===== config.mk =====
export PLATFORM = sky130hd
export DESIGN_NAME = tthbif_uart_rf
export DESIGN_NICKNAME = d
export VERILOG_FILES = /design/src/rtl/tthbif_uart_rf.sv
export SDC_FILE = /design/constraint.sdc
export NUM_CORES = 1
export LEC_CHECK = 0
export BUFFER_PORTS_ARGS = -buffer_cell sky130_fd_sc_hd__buf_2
export CORE_MARGIN = 2
export CORE_UTILIZATION = 50
export DETAILED_ROUTE_END_ITERATION = 8
export MAX_ROUTING_LAYER = met4
export PLACE_DENSITY = 0.76
export SLEW_MARGIN = 0
export SYNTH_ARGS = -nofsm -noshare
export SYNTH_HDL_FRONTEND = slang
export SYNTH_SLANG_ARGS = --single-unit
export TNS_END_PERCENT = 1

===== constraint.sdc =====
create_clock -name clk_i -period 2.15 [get_ports clk_i]
set_clock_uncertainty 0.1 [all_clocks]
set_input_delay 0 -clock clk_i [delete_from_list [all_inputs] [get_ports clk_i]]
set_output_delay 0 -clock clk_i [all_outputs]
set_load 0.02 [all_outputs]

===== src/rtl/tthbif_uart_rf.sv =====
// rtl/tthbif_uart_rf.sv - UART command responder and lane tap-select register file
//
// Purpose: decodes command bytes from the UART rx stream, performs register
// reads/writes on the per-lane tap-select config, scratch and ID registers,
// and returns one response byte per command on the UART tx side.
//
// Ports:
//   clk_i              in   1            clock
//   rst_ni             in   1            asynchronous active-low reset
//   en_i               in   1            block enable
//   rx_data_valid_i    in   1            single-cycle strobe, rx_data_i holds a byte
//   rx_data_i          in   8            received byte
//   tx_data_ready_i    in   1            UART tx accepts response when high with valid
//   tx_data_valid_o    out  1            response byte valid
//   tx_data_o          out  8            response byte
//   rx_comb_tap_sel_o  out  2*NUM_LANES  lane i at [2i+1:2i]
//   rx_flop_tap_sel_o  out  2*NUM_LANES  lane i at [2i+1:2i]
//   tx_comb_tap_sel_o  out  2*NUM_LANES  lane i at [2i+1:2i]
//   tx_flop_tap_sel_o  out  2*NUM_LANES  lane i at [2i+1:2i]

module tthbif_uart_rf #(
  parameter int NUM_LANES    = 1,
  parameter int TIMEOUT_CLKS = 1_000_000
) (
  input  logic                   clk_i,
  input  logic                   rst_ni,
  input  logic                   en_i,
  input  logic                   rx_data_valid_i,
  input  logic [7:0]             rx_data_i,
  input  logic                   tx_data_ready_i,
  output logic                   tx_data_valid_o,
  output logic [7:0]             tx_data_o,
  output logic [2*NUM_LANES-1:0] rx_comb_tap_sel_o,
  output logic [2*NUM_LANES-1:0] rx_flop_tap_sel_o,
  output logic [2*NUM_LANES-1:0] tx_comb_tap_sel_o,
  output logic [2*NUM_LANES-1:0] tx_flop_tap_sel_o
);

  localparam int         CW      = $clog2(TIMEOUT_CLKS + 1);
  localparam logic [7:0] RSP_ACK = 8'h06;
  localparam logic [7:0] RSP_NAK = 8'h15;
  localparam logic [7:0] ID_VAL  = 8'h48;
  localparam logic [3:0] A_SCR   = 4'hE;
  localparam logic [3:0] A_ID    = 4'hF;

  typedef enum logic [1:0] {IDLE, DATA, RESP} state_t;

  state_t                      state, state_next;
  logic [CW-1:0]               cnt, cnt_next;
  logic [3:0]                  wr_addr, wr_addr_next;
  logic [7:0]                  resp, resp_next;
  logic                        wr_en;
  logic [NUM_LANES-1:0][7:0]   lane_cfg;
  logic [7:0]                  scratch;

  logic [3:0] addr;
  logic       addr_ok;
  logic       cmd_bad;
  logic [7:0] rd_val;

  assign addr = rx_data_i[3:0];

  // Command decode on the incoming byte; read data is sampled in the same cycle.
  always_comb begin
    rd_val  = 8'h00;
    addr_ok = 1'b0;
    for (int i = 0; i < NUM_LANES; i++) begin
      if (int'(addr) == i) begin
        rd_val  = lane_cfg[i];
        addr_ok = 1'b1;
      end
    end
    if (addr == A_SCR) begin
      rd_val  = scratch;
      addr_ok = 1'b1;
    end
    if (addr == A_ID) begin
      rd_val  = ID_VAL;
      addr_ok = !rx_data_i[7];   // ID is read-only
    end
    cmd_bad = (rx_data_i[6:4] != 3'b000) || !addr_ok;
  end

  always_comb begin
    state_next   = state;
    cnt_next     = cnt;
    wr_addr_next = wr_addr;
    resp_next    = resp;
    wr_en        = 1'b0;
    if (!en_i) begin
      state_next = IDLE;
      cnt_next   = '0;
    end else begin
      case (state)
        IDLE: begin
          if (rx_data_valid_i) begin
            if (cmd_bad) begin
              // Invalid writes are rejected without waiting for a data byte.
              state_next = RESP;
              resp_next  = RSP_NAK;
            end else if (rx_data_i[7]) begin
              state_next   = DATA;
              cnt_next     = '0;
              wr_addr_next = addr;
            end else begin
              state_next = RESP;
              resp_next  = rd_val;
            end
          end
        end
        DATA: begin
          if (rx_data_valid_i) begin
            wr_en      = 1'b1;
            state_next = RESP;
            resp_next  = RSP_ACK;
          end else if (cnt == CW'(TIMEOUT_CLKS - 1)) begin
            state_next = IDLE;
            cnt_next   = '0;
          end else begin
            cnt_next = cnt + CW'(1);
          end
        end
        RESP: begin
          // Rx strobes here are dropped; only the UART accept moves us on.
          if (tx_data_ready_i) begin
            state_next = IDLE;
          end
        end
        default: state_next = IDLE;
      endcase
    end
  end

  always_ff @(posedge clk_i or negedge rst_ni) begin
    if (!rst_ni) begin
      state   <= IDLE;
      cnt     <= '0;
      wr_addr <= 4'h0;
      resp    <= 8'h00;
    end else begin
      state   <= state_next;
      cnt     <= cnt_next;
      wr_addr <= wr_addr_next;
      resp    <= resp_next;
    end
  end

  always_ff @(posedge clk_i or negedge rst_ni) begin
    if (!rst_ni) begin
      lane_cfg <= '1;
      scratch  <= 8'h00;
    end else if (wr_en) begin
      if (wr_addr == A_SCR) begin
        scratch <= rx_data_i;
      end
      for (int i = 0; i < NUM_LANES; i++) begin
        if (int'(wr_addr) == i) begin
          lane_cfg[i] <= rx_data_i;
        end
      end
    end
  end

  assign tx_data_valid_o = (state == RESP);
  assign tx_data_o       = resp;

  for (genvar g = 0; g < NUM_LANES; g++) begin : g_lane
    assign rx_comb_tap_sel_o[2*g +: 2] = lane_cfg[g][7:6];
    assign rx_flop_tap_sel_o[2*g +: 2] = lane_cfg[g][5:4];
    assign tx_comb_tap_sel_o[2*g +: 2] = lane_cfg[g][3:2];
    assign tx_flop_tap_sel_o[2*g +: 2] = lane_cfg[g][1:0];
  end

endmodule


* Word-level counts from Yosys, hierarchy flattened
Index checks and enable logic that the tools add are counted.
Operators by class: add/subtract/negate cells 1, reductions and logical operators 14, mux-type cells 29, equality and inequality tests 16, bitwise gates (word level) 1
Operator list (number):
- two-way mux 20 bit | 6
- two-way mux 8 bit | 7
- one-hot mux 20 bit (2 select lines) | 1
- adder 20 x 1 -> 20 bit (second input constant) | 1
- equality test 20 bit (second input constant) | 1
- != test 3 bit (second input constant) | 6
- one-hot mux 8 bit (2 select lines) | 1
- AND reduction 5 bit | 3
- two-way mux 2 bit | 7
- equality test 4 bit (second input constant) | 3
- zero test 4 bit | 2
- two-way mux 1 bit | 6
- one-hot mux 2 bit (3 select lines) | 1
- != test 2 bit (second input constant) | 2
- != test 4 bit (second input constant) | 1
- AND reduction 2 bit | 2
- != test 3 x 1 -> 1 bit (second input constant) | 1
- AND reduction 3 bit | 1
- nonzero test 3 bit | 1
- equality test 2 x 1 -> 1 bit (second input constant) | 1
- equality test 2 bit (second input constant) | 1
- zero test 1 bit | 2
- zero test 2 bit | 1
- nonzero test 2 bit | 1
- other kinds (2) | 2
Storage, ports and cells: output and inout port bits 17, input bits 13, register bits after elaboration 50

* Longest topological paths before layout
word-level depth 10, mapped depth 7, mapped depth without buffers 6

* Worst setup path before layout
Ideal clock, no wire load.
path type register to register, start register cnt[0], end register cnt[11], path slack 0.103 ns, path buffers 1, setup time 0.126 ns, arrival time 1.821 ns, stages on the path, launching flop included 8, path through dfrtp_1 > ha_1 > nand3_1 > nor3_1 > a41oi_1 > clkbuf_1 > o211a_1 > a221o_1
Between the ends: cells in the longest elaborated chain, start to end 5, elaborated cells between the ends (all ways) 6, those cells by class 1 x add/sub; 1 x eq/ne; 4 x mux
Ends and longest elaborated chain:
- from (decl) | RTL line 49 | logic [CW-1:0] cnt, cnt_next;
- from (signal assigned) | RTL line 142 | cnt <= cnt_next;
- adder 20 x 1 -> 20 bit or equality test 20 bit (tied branches) | RTL line 120, 116
- two-way mux 20 bit * | RTL line 116 | end else if (cnt == CW'(TIMEOUT_CLKS - 1)) begin
- two-way mux 20 bit * | RTL line 112 | if (rx_data_valid_i) begin
- one-hot mux 20 bit (2 select lines) * | RTL line 94 | case (state)
- two-way mux 20 bit * | RTL line 90 | if (!en_i) begin
Mark *: on every way between the ends. The rest lies on a longest branch, timed or not. The select of a mux whose other input is x is not followed. A chain may end at the register's enable or synchronous reset.

* Final worst setup path
start register cnt[8], end register cnt[11]
The elaborated chain is that of the path after synthesis.

==> flow_metrics.tcl <==
set metrics [dict create \
    slowest_delay_ps 420 \
    drt-pass1-iter-count 5 \
    synth.top_cell.area_share_pct 41.58 \
    post-place-ws_ps 84.89 \
    grt_pass1_wl_um 9418 \
    place_area_sq_mm 0.002887 \
    clk_path_buf_depth 2 \
    power_mw 1.675 \
    synthSimpleGateAreaFrac_pct 21.14 \
    cts_sinks 50 \
    relSlewSlack_pct 63.51 \
    drive_above_1_share_pct 29.68 \
    insertion_delay_ps 310 \
    nFillCells 378 \
    route.detailed.drc 0 \
    place.gp.congestion 0.8798 \
    cpLargestDelayFamily "simple AND/OR/NAND/NOR gates" \
    synthArstFlopShare_pct 100.0 \
    worstMarginPinSlew_ps 547.3 \
    power.density_mw_per_mm2 539.0 \
    vias 2183 \
    path_buf_inv 1 \
    yosys_warnings 0 \
    synthMuxAreaShare_pct 8.020 \
    post-route-min-period_ps 2038 \
    critical_path.cell_chain "nor4bb_1 > and4_1 > a41o_1 > nor2_1 > buf_4 > a221o_1" \
    grt_setup_unrepaired "false" \
    ys_ff_latch 50 \
    die-height_um 75.10 \
    io_pins 30 \
    max_freq_ghz 0.4906 \
    startpoint_type "flip-flop" \
    cp_slowest_cell "dfrtp_1" \
    die_x_um 75.10 \
    nNetsFinal 323 \
    grt_pass1_vias 1943 \
    hp-class "in -> async" \
    synth_top_cell_by_area "dfrtp_1" \
    setup-tns-final_ps 0 \
    dieArea_sq_mm 0.005639 \
    postSynthNetCount 263 \
    synth.most_common_cell "dfrtp_1" \
    initial_utilization_pct 52.81 \
    crit_arrival_ps 2140 \
    synth_common_cells "dfrtp_1 (42), nand2_1 (23), nor2_1 (23)" \
    clkTransAtPathRegs_ps 90 \
    synth-edff-count 0 \
    cts_made_buffers 5 \
    synth.avg_cell_area_sq_um 10.15 \
    postCtsSetupRepairBufs 0 \
    synth_compound_area_share_pct 17.97 \
    crit_fanout 5 \
    power_leakage_nw 1.439 \
    track_usage_pct 23.12 \
    fin_hold_ws_ps 104.8 \
    critPathKind "reg -> reg" \
    grt_max_degree 29 \
    synth_adder_area_share_pct 0.4950 \
    fin_area_sq_mm 0.003108 \
    gr-total-overflow 0 \
    required_ps 2250 \
    core_area_sq_mm 0.004786 \
    ys_types 43 \
    antenna_cells 0 \
    layout_worst_path_cycle_share_pct 94.80 \
    wl_per_cell_um 15.39 \
    maxCapViolCount 0 \
    tritoncts "yes" \
    drv_slew 0 \
    setup_viol 0 \
    vdd_drop_max_uv 437.6 \
    synth_area_sq_mm 0.002527 \
    placementRows 25 \
    cts_root_buf "clkbuf_8" \
    synth_top_family_by_area "simple AND/OR/NAND/NOR gates" \
    yosysSeqAreaShare_pct 49.90 \
    synthTopCellsByArea "dfrtp_1 (42%), dfstp_2 (8.3%), mux2_2 (8.0%)" \
    wl_um 5803 \
    ant_nets 0 \
    area.growth.synth_to_final_pct 22.97 \
    drtIter0Drc 128 \
    port-buffer-count 29 \
    synthFlopType "dfrtp_1" \
    synth_xor_area_share_pct 0 \
    ctsHtreeMaxLevel 2 \
    postSynthCellCount 249 \
    dp_hpwl_um 4250 \
    status "completed" \
    layout_setup_ws_ps 111.8 \
    drt-vias-per-instance 5.790 \
    antenna_found_initial 0 \
    final-hold-violation-count 0 \
    critPathCaptureType "flip-flop" \
]
## stage by stage
step	instances	util (%)
after floorplan	249	-
after global placement	357	60.31
after detailed placement	357	60.31
after CTS	377	64.71
after global routing	377	64.94
final	377	64.94
## kinds of logic (layout without fill, tap and decap cells)
kind of cell	count (synthesis)	count (layout)
AOI/OAI and AO/OA	62	62
adders and majority gates	1	1
and+or+nand+nor	104	104
DFF	50	50
muxes	18	18
buffers and inverters	14	75
## cell usage in the layout (no fill, tap or decap), types with 3 or more instances in the layout
cell and instances:
dfrtp_1 42, buf_2 29, nand2_1 23, nor2_1 23
buf_4 21, o21ai_0 20, mux2_2 18, nand3_1 16
dlygate4sd3_1 12, a22o_1 10, a21o_1 8, dfstp_2 8
nor3_1 6, a22oi_1 6, nor2b_1 5, or3_1 5
clkbuf_8 5, inv_1 4, or4_1 4, nand4_1 4
o41ai_1 4, a21oi_1 3
## timing repair
action	4_1_cts	5_1_grt
hold endpoints to repair	68	0
resized for setup	0	3
setup endpoints to repair	0	5
hold buffers	12	0
## worst register-to-register path: cells and delay by family (launching register included)
family	cells	cell delay, ps
flip-flops	1	420
AND/OR/NAND/NOR	3	730
AO/OA/AOI/OAI	2	500
buffers and inverters	1	180
## layout make-up
cell class	instances	area, sq um	area share [%]
clock buffers	5	68.82	2.214
flip-flops and latches	50	1261	40.58
inverters	4	15.01	0.4831
multi-input cells	185	1215	39.09
repair buffers	63	442.9	14.25
clock inverters	3	21.27	0.6844
well taps	67	83.83	2.697
## state kept, by name, summed over array words and instances (netlist names)
name	cells
wr_addr	4
state	2
tx_data_o	8
lane_cfg	8
scratch	8
cnt	20
## where the power goes
part           internal, mW  switching (mW)
sequential            0.958          0.0101
clock                 0.229           0.319
combinational        0.0631          0.0965
total                  1.25           0.425
## per-layer routing
layer	vias to the layer above	global-route usage, %	share of wire (%)
met5	-	-	0
met4	0	7.143	1.4
met3	9	4.016	4.2
met2	52	33.04	46
met1	1068	33.62	49
li1	1054	-	-
## worst paths after layout
check / depth (start not counted) / slack, ps / startpoint / endpoint
max: 6 / 110 / cnt[8] / cnt[11]
min: 2 / 100 / rst_ni / cnt[14]
max reg2reg: 6 / 110 / cnt[8] / cnt[11]
min reg2reg: 2 / 380 / tx_data_o[6] / tx_data_o[6]
max in group asynchronous: 3 / 1240 / rst_ni / lane_cfg[5]
min in group clk_i: 5 / 120 / rx_data_i[6] / tx_data_o[7]
Power figures use the tool's default switching activity.
